<file path="src/rtl/ex_hazard_ctrl.sv">
// ex_hazard_ctrl
//
// Hazard controller for the 5-stage core, placed between the ID and EX stages.
// It keeps a small shadow copy of the instruction in each of EX, MEM and WB.
// From those shadows it produces:
//   - the EX operand forwarding selects,
//   - the load-use stall,
//   - the taken-branch flush.
// It also keeps saturating stall/flush counters for performance debug.
//
// Ports
//   clk           core clock, rising edge
//   reset         asynchronous, active-low reset
//   id_valid      ID stage holds a real instruction
//   id_opcode     ID opcode (ADD 000000, LW 100011, SW 101011, BEQ 000100, else NOP)
//   id_rs, id_rt  ID source register addresses
//   id_rd         ID destination register (already resolved by decode)
//   ex_beq_taken  EX branch outcome, meaningful only while EX holds a valid BEQ
//   stall         hold PC and IF/ID, insert a bubble into ID/EX
//   flush         squash IF/ID and ID/EX
//   fwd_rs_sel    EX rs source: 0 regfile, 1 MEM ALU result, 2 WB write data
//   fwd_rt_sel    EX rt source, same encoding
//   state         0 RUN, 1 STALL, 2 FLUSH
//   stall_cnt     saturating count of stall cycles
//   flush_cnt     saturating count of flush cycles

module ex_hazard_ctrl (
    input  logic        clk,
    input  logic        reset,
    input  logic        id_valid,
    input  logic [5:0]  id_opcode,
    input  logic [4:0]  id_rs,
    input  logic [4:0]  id_rt,
    input  logic [4:0]  id_rd,
    input  logic        ex_beq_taken,
    output logic        stall,
    output logic        flush,
    output logic [1:0]  fwd_rs_sel,
    output logic [1:0]  fwd_rt_sel,
    output logic [1:0]  state,
    output logic [15:0] stall_cnt,
    output logic [15:0] flush_cnt
);

    localparam logic [5:0] OP_ADD = 6'b000000;
    localparam logic [5:0] OP_LW  = 6'b100011;
    localparam logic [5:0] OP_SW  = 6'b101011;
    localparam logic [5:0] OP_BEQ = 6'b000100;

    typedef struct packed {
        logic       valid;
        logic       writes;
        logic       is_load;
        logic       is_beq;
        logic [4:0] dest;
        logic [4:0] rs;
        logic [4:0] rt;
    } shadow_t;

    typedef enum logic [1:0] {
        ST_RUN   = 2'd0,
        ST_STALL = 2'd1,
        ST_FLUSH = 2'd2
    } state_t;

    shadow_t ex_q, mem_q, wb_q;
    shadow_t id_entry, ex_d;
    logic    reads_rs, reads_rt;
    state_t  state_q, state_d;

    // Decode the ID instruction into the shadow fields.
    // A write to r0 is treated as no write at all, so it can never stall a
    // consumer or be forwarded.
    always_comb begin
        id_entry       = '0;
        reads_rs       = 1'b0;
        reads_rt       = 1'b0;
        id_entry.valid = 1'b1;
        id_entry.dest  = id_rd;
        id_entry.rs    = id_rs;
        id_entry.rt    = id_rt;
        unique case (id_opcode)
            OP_ADD: begin
                id_entry.writes = (id_rd != 5'd0);
                reads_rs        = 1'b1;
                reads_rt        = 1'b1;
            end
            OP_LW: begin
                id_entry.writes  = (id_rd != 5'd0);
                id_entry.is_load = 1'b1;
                reads_rs         = 1'b1;
            end
            OP_SW: begin
                reads_rs = 1'b1;
                reads_rt = 1'b1;
            end
            OP_BEQ: begin
                id_entry.is_beq = 1'b1;
                reads_rs        = 1'b1;
                reads_rt        = 1'b1;
            end
            default: begin
                id_entry.valid = 1'b0;
            end
        endcase
    end

    // A taken branch in EX squashes everything younger.
    // Stall only matters when there is no flush, since the stalled consumer is
    // being thrown away anyway.
    always_comb begin
        flush = ex_q.valid & ex_q.is_beq & ex_beq_taken;
        stall = id_valid & ex_q.valid & ex_q.is_load & ex_q.writes &
                ((reads_rs & (id_rs == ex_q.dest)) |
                 (reads_rt & (id_rt == ex_q.dest))) & ~flush;
    end

    // A bubble is fully zeroed (not just valid/writes).
    // This leaves no stale source fields in EX to match a forwarding compare.
    always_comb begin
        ex_d = '0;
        if (id_valid && !stall && !flush) begin
            ex_d = id_entry;
        end
    end

    // Shadow pipeline.
    // MEM and WB shift every cycle; EX takes the ID instruction or a bubble.
    always_ff @(posedge clk or negedge reset) begin
        if (!reset) begin
            ex_q  <= '0;
            mem_q <= '0;
            wb_q  <= '0;
        end else begin
            ex_q  <= ex_d;
            mem_q <= ex_q;
            wb_q  <= mem_q;
        end
    end

    // Forwarding select for one EX source, using registered state only.
    // The youngest producer (MEM) wins over WB.
    // A load in MEM never forwards, because its data only exists in WB.
    function automatic logic [1:0] fwd_select(input logic [4:0] src,
                                              input shadow_t    mem,
                                              input shadow_t    wb);
        logic [1:0] sel;
        sel = 2'd0;
        if (src != 5'd0) begin
            if (mem.valid && mem.writes && !mem.is_load && (mem.dest == src)) begin
                sel = 2'd1;
            end else if (wb.valid && wb.writes && (wb.dest == src)) begin
                sel = 2'd2;
            end
        end
        return sel;
    endfunction

    // An empty EX slot never requests forwarding.
    always_comb begin
        fwd_rs_sel = 2'd0;
        fwd_rt_sel = 2'd0;
        if (ex_q.valid) begin
            fwd_rs_sel = fwd_select(ex_q.rs, mem_q, wb_q);
            fwd_rt_sel = fwd_select(ex_q.rt, mem_q, wb_q);
        end
    end

    // Control FSM state register.
    always_ff @(posedge clk or negedge reset) begin
        if (!reset) begin
            state_q <= ST_RUN;
        end else begin
            state_q <= state_d;
        end
    end

    // Next-state logic.
    // STALL cannot see a second stall, because EX holds a bubble in that cycle.
    always_comb begin
        state_d = state_q;
        unique case (state_q)
            ST_RUN: begin
                if (stall) begin
                    state_d = ST_STALL;
                end else if (flush) begin
                    state_d = ST_FLUSH;
                end
            end
            ST_STALL: begin
                state_d = flush ? ST_FLUSH : ST_RUN;
            end
            ST_FLUSH: begin
                if (stall) begin
                    state_d = ST_STALL;
                end else if (flush) begin
                    state_d = ST_FLUSH;
                end else begin
                    state_d = ST_RUN;
                end
            end
            default: begin
                state_d = ST_RUN;
            end
        endcase
    end

    assign state = state_q;

    // Performance counters.
    // Each one counts the cycles in which its event is asserted and holds at
    // all-ones instead of wrapping.
    always_ff @(posedge clk or negedge reset) begin
        if (!reset) begin
            stall_cnt <= '0;
            flush_cnt <= '0;
        end else begin
            if (stall && (stall_cnt != 16'hFFFF)) begin
                stall_cnt <= stall_cnt + 16'd1;
            end
            if (flush && (flush_cnt != 16'hFFFF)) begin
                flush_cnt <= flush_cnt + 16'd1;
            end
        end
    end

endmodule

</file>
<file path="config.mk">
export PLATFORM = sky130hd
export DESIGN_NAME = ex_hazard_ctrl
export DESIGN_NICKNAME = d
export VERILOG_FILES = /design/src/rtl/ex_hazard_ctrl.sv
export SDC_FILE = /design/constraint.sdc
export NUM_CORES = 1
export LEC_CHECK = 0
export CORE_UTILIZATION = 50
export CTS_CLUSTER_SIZE = 10
export DETAILED_ROUTE_END_ITERATION = 8
export GPL_TIMING_DRIVEN = 0
export PLACE_DENSITY = 0.86
export SLEW_MARGIN = 15
export SYNTH_ARGS = -nofsm -noshare
export SYNTH_HDL_FRONTEND = slang
export SYNTH_SLANG_ARGS = --single-unit
</file>
<file path="constraint.sdc">
create_clock -name clk -period 3.2 [get_ports clk]
set_input_delay 0.96 -clock clk [delete_from_list [all_inputs] [get_ports clk]]
set_output_delay 0.96 -clock clk [all_outputs]
set_load 0.01 [all_outputs]
</file>
==> flow_metrics.env, run 1 <==
export IMPL_run_status="finished with violations"
export IMPL_violations="setup timing"
export IMPL_hold_class="register to register"
export IMPL_syn_area_um2=3010
export IMPL_clockBufferDepth=2
export IMPL_crit_path_start_kind="primary input"
export IMPL_holdWs_ps=382
export IMPL_ant_nets=0
export IMPL_place_port_buffers=64
export IMPL_syn_nets=283
export IMPL_fin_crit_sh_pct=100
export IMPL_power_leakage_uw=0.00179
export IMPL_synth_xor_area_share_pct=17.2
export IMPL_end_kind="output port"
export IMPL_fmax_mhz=311
export IMPL_fin_ws_ps=-14.7
export IMPL_grt_use_total_pct=22.8
export IMPL_dr_pass1_iters=5
export IMPL_final_cell_mix="68 x dfrtp_1, 47 x clkdlybuf4s50_1, 33 x xnor2_1"
export IMPL_synth_top_family_by_area="simple AND/OR/NAND/NOR gates"
export IMPL_setup_worst_path_class="primary input to output port"
export IMPL_post_route_min_period_ps=3210
export IMPL_coreArea_um2=5640
export IMPL_post_synth_num_cell_types=34
export IMPL_synth_warning_count=0
export IMPL_slew_headroom_pct=63.9
export IMPL_arrival_ps=2250
export IMPL_design_area_um2=3990
export IMPL_synth_ff_type="dfrtp_1"
export IMPL_die_w_um=79.5
export IMPL_hold_buffers=0
export IMPL_die_area_um2=6330
export IMPL_syn_to_final_growth_pct=32.7
export IMPL_slew_viol_final=0
export IMPL_rsz0062_at_grt="true"
export IMPL_cts_buffers=9
export IMPL_worstMarginPinSlew_ps=538
export IMPL_peakVddDrop_mv=0.266
export IMPL_synth_compound_area_share_pct=2.87
export IMPL_overflow=0
export IMPL_antenna_cells=0
export IMPL_fillers=402
export IMPL_clkTransAtPathRegs_ps=70
export IMPL_dp_hpwl_um=4580
export IMPL_syn_inst=256
export IMPL_clk_latency_ps=330
export IMPL_layout_commonest_cell="dfrtp_1"
export IMPL_ys_seq_area_share_pct=56.6
export IMPL_start_util_pct=53.3
export IMPL_power_total_uw=1590
export IMPL_finish_utilization_pct=70.7
export IMPL_clock_sinks=68
export IMPL_avgSynthCellArea_um2=11.7
export IMPL_rows=27
export IMPL_synth_adder_area_share_pct=0.833
export IMPL_p_per_area_nw_per_um2=399
export IMPL_grt_max_degree=45
export IMPL_muxShareOfSynthArea_pct=0.749
export IMPL_avgViaCountPerCell=5.37
export IMPL_wl_per_cell_um=15.4
export IMPL_rr_worst_depth=9
export IMPL_critical_path_required_ps=2240
export IMPL_wirelength_um=6330
export IMPL_via_count=2206
export IMPL_cts_htree_levels=3
export IMPL_finalHoldViolCount=0
export IMPL_setup_viol=1
export IMPL_drc=0
export IMPL_dpl_cell_area_um2=3750
export IMPL_fin_skew_ps=7.24
export IMPL_synth_async_reset_ratio_pct=100
export IMPL_globalplace_congestion=0.764
export IMPL_crit_fanout=2
export IMPL_hold_depth=0
export IMPL_ios=65
export IMPL_ys_seq_elements=68
export IMPL_die_h_um=79.5
export IMPL_cts_tree="yes"
export IMPL_antenna_found_initial=0
export IMPL_synth_simple_area_share_pct=20.5
export IMPL_grt_pass1_vias=2269
export IMPL_grt_pass1_wl_um=10800
export IMPL_cts_root_buf="clkbuf_8"
export IMPL_nets=363
export IMPL_drive_gt1_share_pct=15.0
export IMPL_drt_iter0_drc=149
export IMPL_synth_edf_count=0
export IMPL_cap_viol_max_count=0
export IMPL_dpl_worst_slack_ps=-969
[critical path: stages]
cell and delay (ps):
buf_2 120, xnor2_2 160, nand4_1 120, or4_4 530, and2_4 170, nor2_4 90
buf_6 110
[per-stage QoR]
stage                     setup TNS, ps  cells
after global routing              -48.1    411
final                             -14.7    411
after floorplan                       0    256
after global placement           -67640    392
after detailed placement          -1670    393
after CTS                         -64.4    410
[sequential cells by signal (all words and copies together), names as in the netlist]
register	flops
mem_q	8
flush_cnt	16
state	2
stall_cnt	16
wb_q	7
ex_q	19
[area by class of cell]
class / instances / area [µm²] / share of cell area (%)
clock inverters: 3 / 15.0 / 0.376
flip-flops and latches: 68 / 1700 / 42.7
well taps: 72 / 90.1 / 2.26
plain buffers: 2 / 22.5 / 0.565
clock buffers: 11 / 141 / 3.54
multi-input cells: 182 / 1340 / 33.5
repair buffers: 69 / 668 / 16.8
inverters: 4 / 15.0 / 0.376
[path summary, 6_finish.rpt]
| kind | start | endpoint | slack, ps |
|---|---|---|---|
| max in group asynchronous | reset | flush_cnt[8] | 2150 |
| max reg2reg | ex_q[11] | ex_q[6] | 800 |
| min | ex_q[16] | mem_q[16] | 380 |
| min in group asynchronous | reset | stall_cnt[11] | 530 |
| max | id_rt[0] | stall | -10 |
| min reg2reg | ex_q[16] | mem_q[16] | 380 |
[what timing repair did]
action                     4_1_cts  5_1_grt
setup buffers                    3        1
gates resized for setup         63        5
setup endpoints to repair        2        4
pin swaps                       13        7
[cells in the mapped netlist, types with 4 or more instances]
cell | instances | area share (%)
and3_1 | 8 | 1.7
or4_1 | 4 | 1.0
inv_1 | 4 | 0.50
nor2_1 | 15 | 1.9
xnor2_1 | 37 | 11
nor4_1 | 5 | 1.0
nor3_1 | 8 | 1.3
nand2_1 | 11 | 1.4
and2_1 | 15 | 3.1
dfrtp_1 | 68 | 57
nand4_1 | 16 | 3.3
xor2_1 | 22 | 6.4
nand3_1 | 17 | 2.8
[per-layer routing]
layer  share of wire [%]  wire (µm)  vias up  track usage, %
li1                    -          -     1058               -
met1                  44       2770     1073            29.0
met2                  50       3190       62            36.4
met3                 3.9        249       13            6.74
met4                 2.0        125        0            8.91
met5                   0          0        -               0
[power by group]
group | total (µW) | switching, µW | internal [µW]
Clock | 581 | 291 | 290
Sequential | 898 | 21.1 | 877
Combinational | 113 | 53.1 | 59.5
[cell families (layout without fill, tap and decap cells)]
group / count (synthesis) / in the layout
and+or+nand+nor: 108 / 108
AOI/OAI and AO/OA: 11 / 11
adders and majority gates: 2 / 2
muxes: 2 / 2
xor gates and xnor gates: 59 / 59
buffers and inverters: 6 / 89
DFF: 68 / 68
No activity file was read; power rests on OpenSTA's default activity.
==> run 2, diff against run 1 <==
Settings changed: CORE_UTILIZATION 50 to 45, GPL_TIMING_DRIVEN 0 to unset, PLACE_DENSITY 0.86 to 0.79, SKIP_LAST_GASP set to 1.
==> flow_metrics.env, run 2 (synthesis results as in run 1) <==
export IMPL_worstPathCellList="buf_6 -> xnor2_2 -> nand4_1 -> or4_4 -> and2_4 -> nor2_1 -> buf_2"
export IMPL_setup_viol=1
export IMPL_clk_latency_ps=320
export IMPL_fin_cells=426
export IMPL_antenna_cells=0
export IMPL_coreArea_um2=6390
export IMPL_crit_path_max_incr_delay_ps=540
export IMPL_cts_root_buf="clkbuf_8"
export IMPL_nets=373
export IMPL_grt_use_total_pct=19.0
export IMPL_grt_pass1_wl_um=10600
export IMPL_critical_path_required_ps=2240
export IMPL_min_to="mem_q[17]"
export IMPL_reg2reg_from="ex_q[14]"
export IMPL_layout_commonest_cell="dfrtp_1"
export IMPL_top_regs="ex_q (19), flush_cnt (16), stall_cnt (16)"
export IMPL_antenna_found_initial=0
export IMPL_clockBufferDepth=2
export IMPL_globalplace_congestion=0.815
export IMPL_wl_per_cell_um=14.1
export IMPL_overflow=0
export IMPL_ant_nets=0
export IMPL_min_from="ex_q[17]"
export IMPL_grt_pass1_vias=2265
export IMPL_fin_crit_sh_pct=100
export IMPL_dp_hpwl_um=4450
export IMPL_rsz0062_at_grt="true"
export IMPL_rows=29
export IMPL_crit_path_start_kind="primary input"
export IMPL_worstMarginPinSlew_ps=357
export IMPL_largest_register_ffs=19
export IMPL_hold_depth=0
export IMPL_peakVddDrop_mv=0.264
export IMPL_cts_htree_levels=3
export IMPL_crit_buf_inv=2
export IMPL_slew_viol_final=0
export IMPL_grt_max_degree=69
export IMPL_r2r_end="stall_cnt[1]"
export IMPL_run_status="finished with violations"
export IMPL_drt_iter0_drc=96
export IMPL_clkTransAtPathRegs_ps=70
export IMPL_p_comb_share_pct=7.1
export IMPL_fmax_mhz=311
export IMPL_power_total_uw=1590
export IMPL_arrival_ps=2260
export IMPL_fillers=515
export IMPL_swShare_pct=22.8
export IMPL_intPower_uw=1230
export IMPL_violations="setup timing"
export IMPL_end_kind="output port"
export IMPL_via_count=2191
export IMPL_die_w_um=83.7
export IMPL_power_leakage_uw=0.00184
export IMPL_drc=0
export IMPL_avgViaCountPerCell=5.14
export IMPL_finalHoldViolCount=0
export IMPL_p_seq_share_pct=56.4
export IMPL_rr_worst_depth=8
export IMPL_syn_to_final_growth_pct=34.1
export IMPL_cap_viol_max_count=0
export IMPL_setup_tns_ps=-15.5
export IMPL_die_h_um=83.7
export IMPL_critPathTopFamily="simple AND/OR/NAND/NOR gates"
export IMPL_place_port_buffers=64
export IMPL_p_per_area_nw_per_um2=395
export IMPL_dpl_cell_count=411
export IMPL_start_util_pct=47.1
export IMPL_p_clk_share_pct=36.5
export IMPL_finish_utilization_pct=63.1
export IMPL_seq_area_um2=1700
export IMPL_die_area_um2=7010
export IMPL_wirelength_um=5990
export IMPL_ios=65
export IMPL_cts_buffers=9
export IMPL_crit_fanout=2
export IMPL_slew_headroom_pct=76.1
export IMPL_hold_buffers=0
export IMPL_cts_tree="yes"
export IMPL_switching_power_uw=363
export IMPL_slowest_stage="or4_4"
export IMPL_fin_skew_ps=7.65
export IMPL_holdWs_ps=376
export IMPL_final_cell_mix="68 x dfrtp_1, 47 x clkdlybuf4s50_1, 33 x xnor2_1"
export IMPL_post_route_min_period_ps=3220
export IMPL_hold_class="register to register"
export IMPL_fin_ws_ps=-15.5
export IMPL_cp_num_cells=7
export IMPL_dr_pass1_iters=4
export IMPL_regToRegSetupSlack_ps=890
export IMPL_drive_gt1_share_pct=16.0
export IMPL_multiInputGateArea_um2=1310
export IMPL_setup_worst_path_class="primary input to output port"
export IMPL_clock_sinks=68
export IMPL_top_register="ex_q"
-- run 2: worst max-delay path by stage --
stage                      start  endpoint  slack (ps)
floorplan           id_opcode[1]     stall          90
global placement    id_opcode[0]     stall        -890
detailed placement  id_opcode[0]     stall        -930
global route            id_rt[3]     stall         -70
CTS                     id_rt[0]     stall         -30
finish                  id_rt[4]     stall         -20
-- run 2: cell type report --
type,count,share of cell area (%)
clock buffers,11,3.51
multi-input cells,182,32.5
inverters,4,0.373
flip-flops and latches,68,42.2
clock inverters,3,0.373
well taps,77,2.39
repair buffers,81,18.6
-- run 2: what timing repair did --
action / CTS / global route
pin swaps: 13 / 1
buffers inserted: 1 / 0
resized for setup: 52 / 1
endpoints found under the setup margin: 1 / 2
-- run 2: through the flow --
step,setup slack [ps],area [µm²]
finish,-15.5,4030
global route,-70.2,4030
CTS,-34.2,4030
detailed placement,-934,3850
global placement,-893,3850
floorplan,90.1,3010
-- run 2: power by group through the flow --
stage | clock network [µW] | registers, µW | logic (µW)
after floorplan | 0 | 908 | 47.1
after global placement | 0 | 912 | 111
after detailed placement | 0 | 913 | 114
after CTS | 593 | 898 | 116
after global routing | 643 | 899 | 125
final | 580 | 898 | 113
-- run 2: routing by layer --
metal / vias up / wire [µm] / GRT usage [%] / part of all wire [%]
li1: 1072 / - / - / -
met1: 1056 / 2750 / 24.9 / 46
met2: 49 / 2900 / 30.3 / 48
met3: 14 / 187 / 3.86 / 3.1
met4: 0 / 155 / 9.09 / 2.6
met5: - / 0 / 0 / 0
==> edit 1: new RTL, flow settings as in run 1 <==
Put one more register stage on the output `flush_cnt`, without a reset. The value now appears one clock later. The other outputs are not delayed to match. Comments in the files are not updated.
--- a/src/rtl/ex_hazard_ctrl.sv
+++ b/src/rtl/ex_hazard_ctrl.sv
@@ -65,2 +65,4 @@
 
+    logic [15:0] flush_cnt_s0;
+
     shadow_t ex_q, mem_q, wb_q;
@@ -215,3 +217,3 @@
             stall_cnt <= '0;
-            flush_cnt <= '0;
+            flush_cnt_s0 <= '0;
         end else begin
@@ -220,6 +222,10 @@
             end
-            if (flush && (flush_cnt != 16'hFFFF)) begin
-                flush_cnt <= flush_cnt + 16'd1;
-            end
-        end
+            if (flush && (flush_cnt_s0 != 16'hFFFF)) begin
+                flush_cnt_s0 <= flush_cnt_s0 + 16'd1;
+            end
+        end
+    end
+
+    always_ff @(posedge clk) begin
+        flush_cnt <= flush_cnt_s0;
     end
Behaviour: not the same (a bounded check fails within 4 cycles, from zero or initial values and one cycle with reset low).
==> edit 1 against run 1 <==
- the flow finishes with violations (DRC, setup timing)
- sequential cell count increased by 16
- total power increased by 19%
- first-iteration DRC count decreased by 38%
- via count increased by 4.2%
- hold slack improved by 0.0027 ns
- design area increased by 9.5%
- sequential share of layout area increased by 3.6 points
- setup slack got worse by 0.17 ns
- area after synthesis increased by 12%
- die area increased by 12%
- count of clock-buffer cells in the layout decreased by 2
- routed wire length increased by 3.6%
- clock skew decreased by 0.00060 ns
- non-clock buffer count increased by 1
- largest cell class unchanged
- highest routed layer unchanged
==> edit 1: results (changes against run 1) <==
- Worst Path Max Fanout: 2 (unchanged)
- Port bufs: 64 (unchanged)
- Seq/Total Area, Yosys: 0.5990 (+0.03277)
- Avg WL per Cell: 15.08 um (-2.1%)
- DP Worst Slack: -1.013 ns (-0.04381 ns)
- H-Tree Depth: 3 (unchanged)
- GRT Util Overall: 0.2069 (-0.02092)
- Max Clock Skew: 0.006635 ns (-0.0006044 ns)
- Top post-synthesis cells by area: dfrtp_1 50%, dfxtp_1 9.5%, xor2_1 8.3%, xnor2_1 6.7%, and2_1 3.3%
- Share of cells above drive strength 1: 0.1425 (-0.007984)
- Final design utilization: 0.6799 (-0.02712)
- First-pass GRT wire length: 11,350 um (+5.1%)
- Post-synth top cells: 68 x dfrtp_1, 32 x xor2_1, 26 x xnor2_1
- Slowest stage cell, crit path: or4_1
- Least-Margin Pin Slew: 0.8012 ns (+0.2635 ns)
- Worst VDD drop: 0.0002851 V (+7.4%)
- Fin. Hold Viols: 0 (unchanged)
- Number of gates resized after cts: 35 (-44%)
- Placed insts: 415 (+5.6%)
- First-pass detailed-route iteration total: 6 (+1)
- Final setup fails: 1 (unchanged)
- FFs w/ async S/R, synth: 0.8095 (-0.1905)
- Status: finished with violations
- Setup bufs post-CTS: 3 (unchanged)
- Hold crit path type: flop to flop
- Vias after detailed routing: 2,299 (+4.2%)
- Vias per std cell: 5.285 (-1.5%)
- Largest Register: ex_q
- Final setup margin: -0.1865 ns (-0.1719 ns)
- Post-synth top flop: dfrtp_1
- Yosys warnings: 0 (unchanged)
- Setup TNS: -0.1865 ns (-0.1719 ns)
- Final net count: 380 (+4.7%)
- Max reg flops: 19 (unchanged)
- HPWL Detailed: 4815 um (+5.2%)
- Dpl cell area: 0.004134 mm^2 (+10%)
- Routability cong.: 0.8296 (+8.7%)
- Vias in the first global route: 2,393 (+5.5%)
- Failing checks: DRC, setup timing
- Residual DRC count: 10 (+10)
- Synthesized instance count: 273 (+6.6%)
- Leak: 2.044 nW (+14%)
- Mapped Nets: 300 (+6.0%)
- Top delay family on crit path: simple AND/OR/NAND/NOR gates
- Largest net degree at the start of global routing: 39 (-13%)
- Synth cell types: 41 (+21%)
- Worst path max stage delay: 0.50 ns (-0.03 ns)
- Fill cell count: 476 (+18%)
- DR iter-0 viols: 92 (-38%)
==> edit 1: report_power, final <==
| group | internal (mW) | switching, mW |
|---|---|---|
| Combinational | 0.0538 | 0.0534 |
| Sequential | 1.07 | 0.0199 |
| Clock | 0.295 | 0.397 |
==> edit 1: cell families (layout without fill, tap and decap cells) <==
kind of cell,after synthesis,in the layout,synth area share
AND/OR/NAND/NOR,108,108,0.1927
flip-flops,84,84,0.5990
XOR/XNOR,59,59,0.1553
AO/OA/AOI/OAI,12,12,0.02817
buffers and inverters,6,91,0.01075
adder cells (fa/ha/maj),2,2,0.007412
multiplexers,2,2,0.006671
==> edit 1: layout make-up <==
class | count | area share
sequential | 84 | 0.4630
multi-input combinational | 183 | 0.3152
timing repair buffer | 69 | 0.1496
clock buffer | 9 | 0.02837
tap | 77 | 0.02206
clock inverter | 7 | 0.01347
buffer | 3 | 0.005731
inverter | 3 | 0.002579
==> edit 1: worst paths after layout <==
check / start / endpoint / slack [ns] / depth (start not counted)
min reg2reg: mem_q[17] / wb_q[17] / 0.38 / 0
max in group asynchronous: reset / wb_q[18] / 2.14 / 2
max reg2reg: ex_q[11] / ex_q[8] / 0.62 / 8
max: id_rs[1] / stall / -0.19 / 6
min: mem_q[17] / wb_q[17] / 0.38 / 0
min in group asynchronous: reset / ex_q[11] / 0.53 / 1
==> edit 1: worst reg2reg max path, stage by stage (launching register included) <==
cell and delay, ns:
dfrtp_1 0.45, xor2_2 0.19, or4_1 0.50, or4_4 0.44, buf_4 0.16, nand2_1 0.05
a21oi_1 0.20, clkbuf_1 0.26, and2_1 0.22
==> edit 1: routing by layer <==
layer | routed length, um | global-route usage
met5 | 0 | 0
met4 | 78 | 0.05172
met3 | 289 | 0.05703
met2 | 3357 | 0.3599
met1 | 2835 | 0.2570
==> edit 2: new RTL, settings of run 1 <==
Without the edit above. Make the reset (`reset`) synchronous in 3 clocked blocks. Comments in the files are not updated.
--- a/src/rtl/ex_hazard_ctrl.sv
+++ b/src/rtl/ex_hazard_ctrl.sv
@@ -128,3 +128,3 @@
     // MEM and WB shift every cycle; EX takes the ID instruction or a bubble.
-    always_ff @(posedge clk or negedge reset) begin
+    always_ff @(posedge clk) begin
         if (!reset) begin
@@ -169,3 +169,3 @@
     // Control FSM state register.
-    always_ff @(posedge clk or negedge reset) begin
+    always_ff @(posedge clk) begin
         if (!reset) begin
@@ -212,3 +212,3 @@
     // all-ones instead of wrapping.
-    always_ff @(posedge clk or negedge reset) begin
+    always_ff @(posedge clk) begin
         if (!reset) begin
Check against the original RTL: differs if reset is asserted again (counterexample within 4 cycles, from zero or initial values and one cycle with reset low); with reset held inactive, the same outputs for 10 cycles.
==> edit 2 against run 1 <==
- area after synthesis increased by 4.5%
- die area increased by 4.4%
- routed wire length increased by 17%
- via count increased by 21%
- sequential share of layout area decreased by 11 points
- setup slack improved by 0.016 ns
- design area increased by 6.1%
- sequential power decreased by 3.2%
- global-route usage increased by 1.4 points
- total power increased by 19%
- sequential cell count unchanged
- highest routed layer unchanged
- largest cell class is now multi-input gates
- clock skew about the same
- register-to-register slack got worse by 0.11 ns
==> edit 2: results (changes against run 1) <==
- Worst path max stage delay: 0.46 ns (-0.07 ns)
- DP Worst Slack: -0.7821 ns (+0.1867 ns)
- Hold WS: 0.4796 ns (+0.09780 ns)
- Share of cells above drive strength 1: 0.1071 (-0.04330)
- Share of power burned in registers: 0.460 (-0.104)
- Switching Power: 0.3875 mW (+6.1%)
- Area occupied by multi-input gates: 0.001727 mm^2 (+29%)
- Combinational power share: 0.049 (-0.022)
- Clock buffers and inverters, area share: 0.06206 (+0.02285)
- DR iter-0 viols: 98 (-34%)
- Worst hold path depth: 1 (+1)
- First-pass GRT wire length: 11,990 um (+11%)
- Vias in the first global route: 2,604 (+15%)
- FFs w/ async S/R, synth: 0 (-1.000)
- Number of gates resized after cts: 22 (-65%)
- Final instance area: 0.004234 mm^2 (+6.1%)
- R2R Path Start: ex_q[18]
- Largest net degree at the start of global routing: 13 (-71%)
- Top delay family on crit path: buffers and inverters
- Layout clock buffers: 9 (-2)
- Setup slack, reg-to-reg: 0.69 ns (-0.11 ns)
- Least-Margin Pin Slew: 0.8088 ns (+0.2712 ns)
- #MultiIn Comb: 247 (+36%)
- Clock Tree Buf Depth: 2 (unchanged)
- Dpl cell area: 0.003875 mm^2 (+3.2%)
- Post-synth top cells: 68 x dfxtp_1, 44 x and2_1, 34 x xor2_1
- Setup bufs post-CTS: 4 (+1)
- Slowest stage cell, crit path: clkdlybuf4s50_1
- Layout non-clock buf frac: 0.1785 (+0.005338)
- Register area: 0.001361 mm^2 (-20%)
- Reg2reg end: stall_cnt[10]
- Comb power: 0.0928 mW (-18%)
- Top post-synthesis cells by area: dfxtp_1 43%, xor2_1 9.5%, and2_1 8.8%, nand2_1 3.2%, xnor2_1 2.5%
- Leak: 1.849 nW (+3.4%)
- Synthesized instance count: 335 (+31%)
- Routability cong.: 0.8440 (+11%)
- Hold Crit Start: mem_q[18]
- Max Clock Skew: 0.007386 ns (+0.0001464 ns)
- Non-clock inverters: 9 (+5)
- Crit path from: id_rs[4]
- Worst VDD drop: 0.0002706 V (+1.9%)
- HPWL Detailed: 5118 um (+12%)
- Vias per std cell: 5.392 (+0.46%)
- Avg WL per Cell: 15.00 um (-2.7%)
- Placed insts: 474 (+21%)
- Synth cell types: 47 (+38%)
- Status: finished clean
- Num sequential: 68 (unchanged)
- Fill cell count: 411 (+2.2%)
- Clk_lat worst skew: 0.35 ns (+0.02 ns)
- GRT Util Overall: 0.2414 (+0.01363)
- Final net count: 442 (+22%)
edit 2: cell count changes in the layout (fill, tap and decap cells not counted), moves of 9 or more:
cell,change
and2_1,+29
xnor2_1,-24
dlymetal6s2s_1,+10
xor2_1,+12
dfrtp_1,-68
dfxtp_1,+68
nand2_1,+16
a21boi_1,+9
edit 2: cell families after synthesis:
group	Yosys count	synth area share
DFF	68	0.4335
adders and majority gates	2	0.007967
buffers and inverters	20	0.02948
and+or+nand+nor	165	0.3131
muxes	7	0.02231
xor gates and xnor gates	43	0.1199
AOI/OAI and AO/OA	30	0.07370
edit 2: metal layers:
layer	vias up	GRT usage	wire length, um
met5	-	0	0
met4	0	0.06250	107
met2	75	0.4185	3633
li1	1316	-	-
met1	1266	0.2902	3291
met3	12	0.07079	391
edit 2: worst max-delay path by stage:
stage	to	slack, ns	cells after the start
final	stall	0.002	6
after global routing	stall	-0.02	6
after CTS	stall	-0.1	6
after detailed placement	stall	-0.78	6
after global placement	stall	-0.80	6
after floorplan	stall	0.23	4
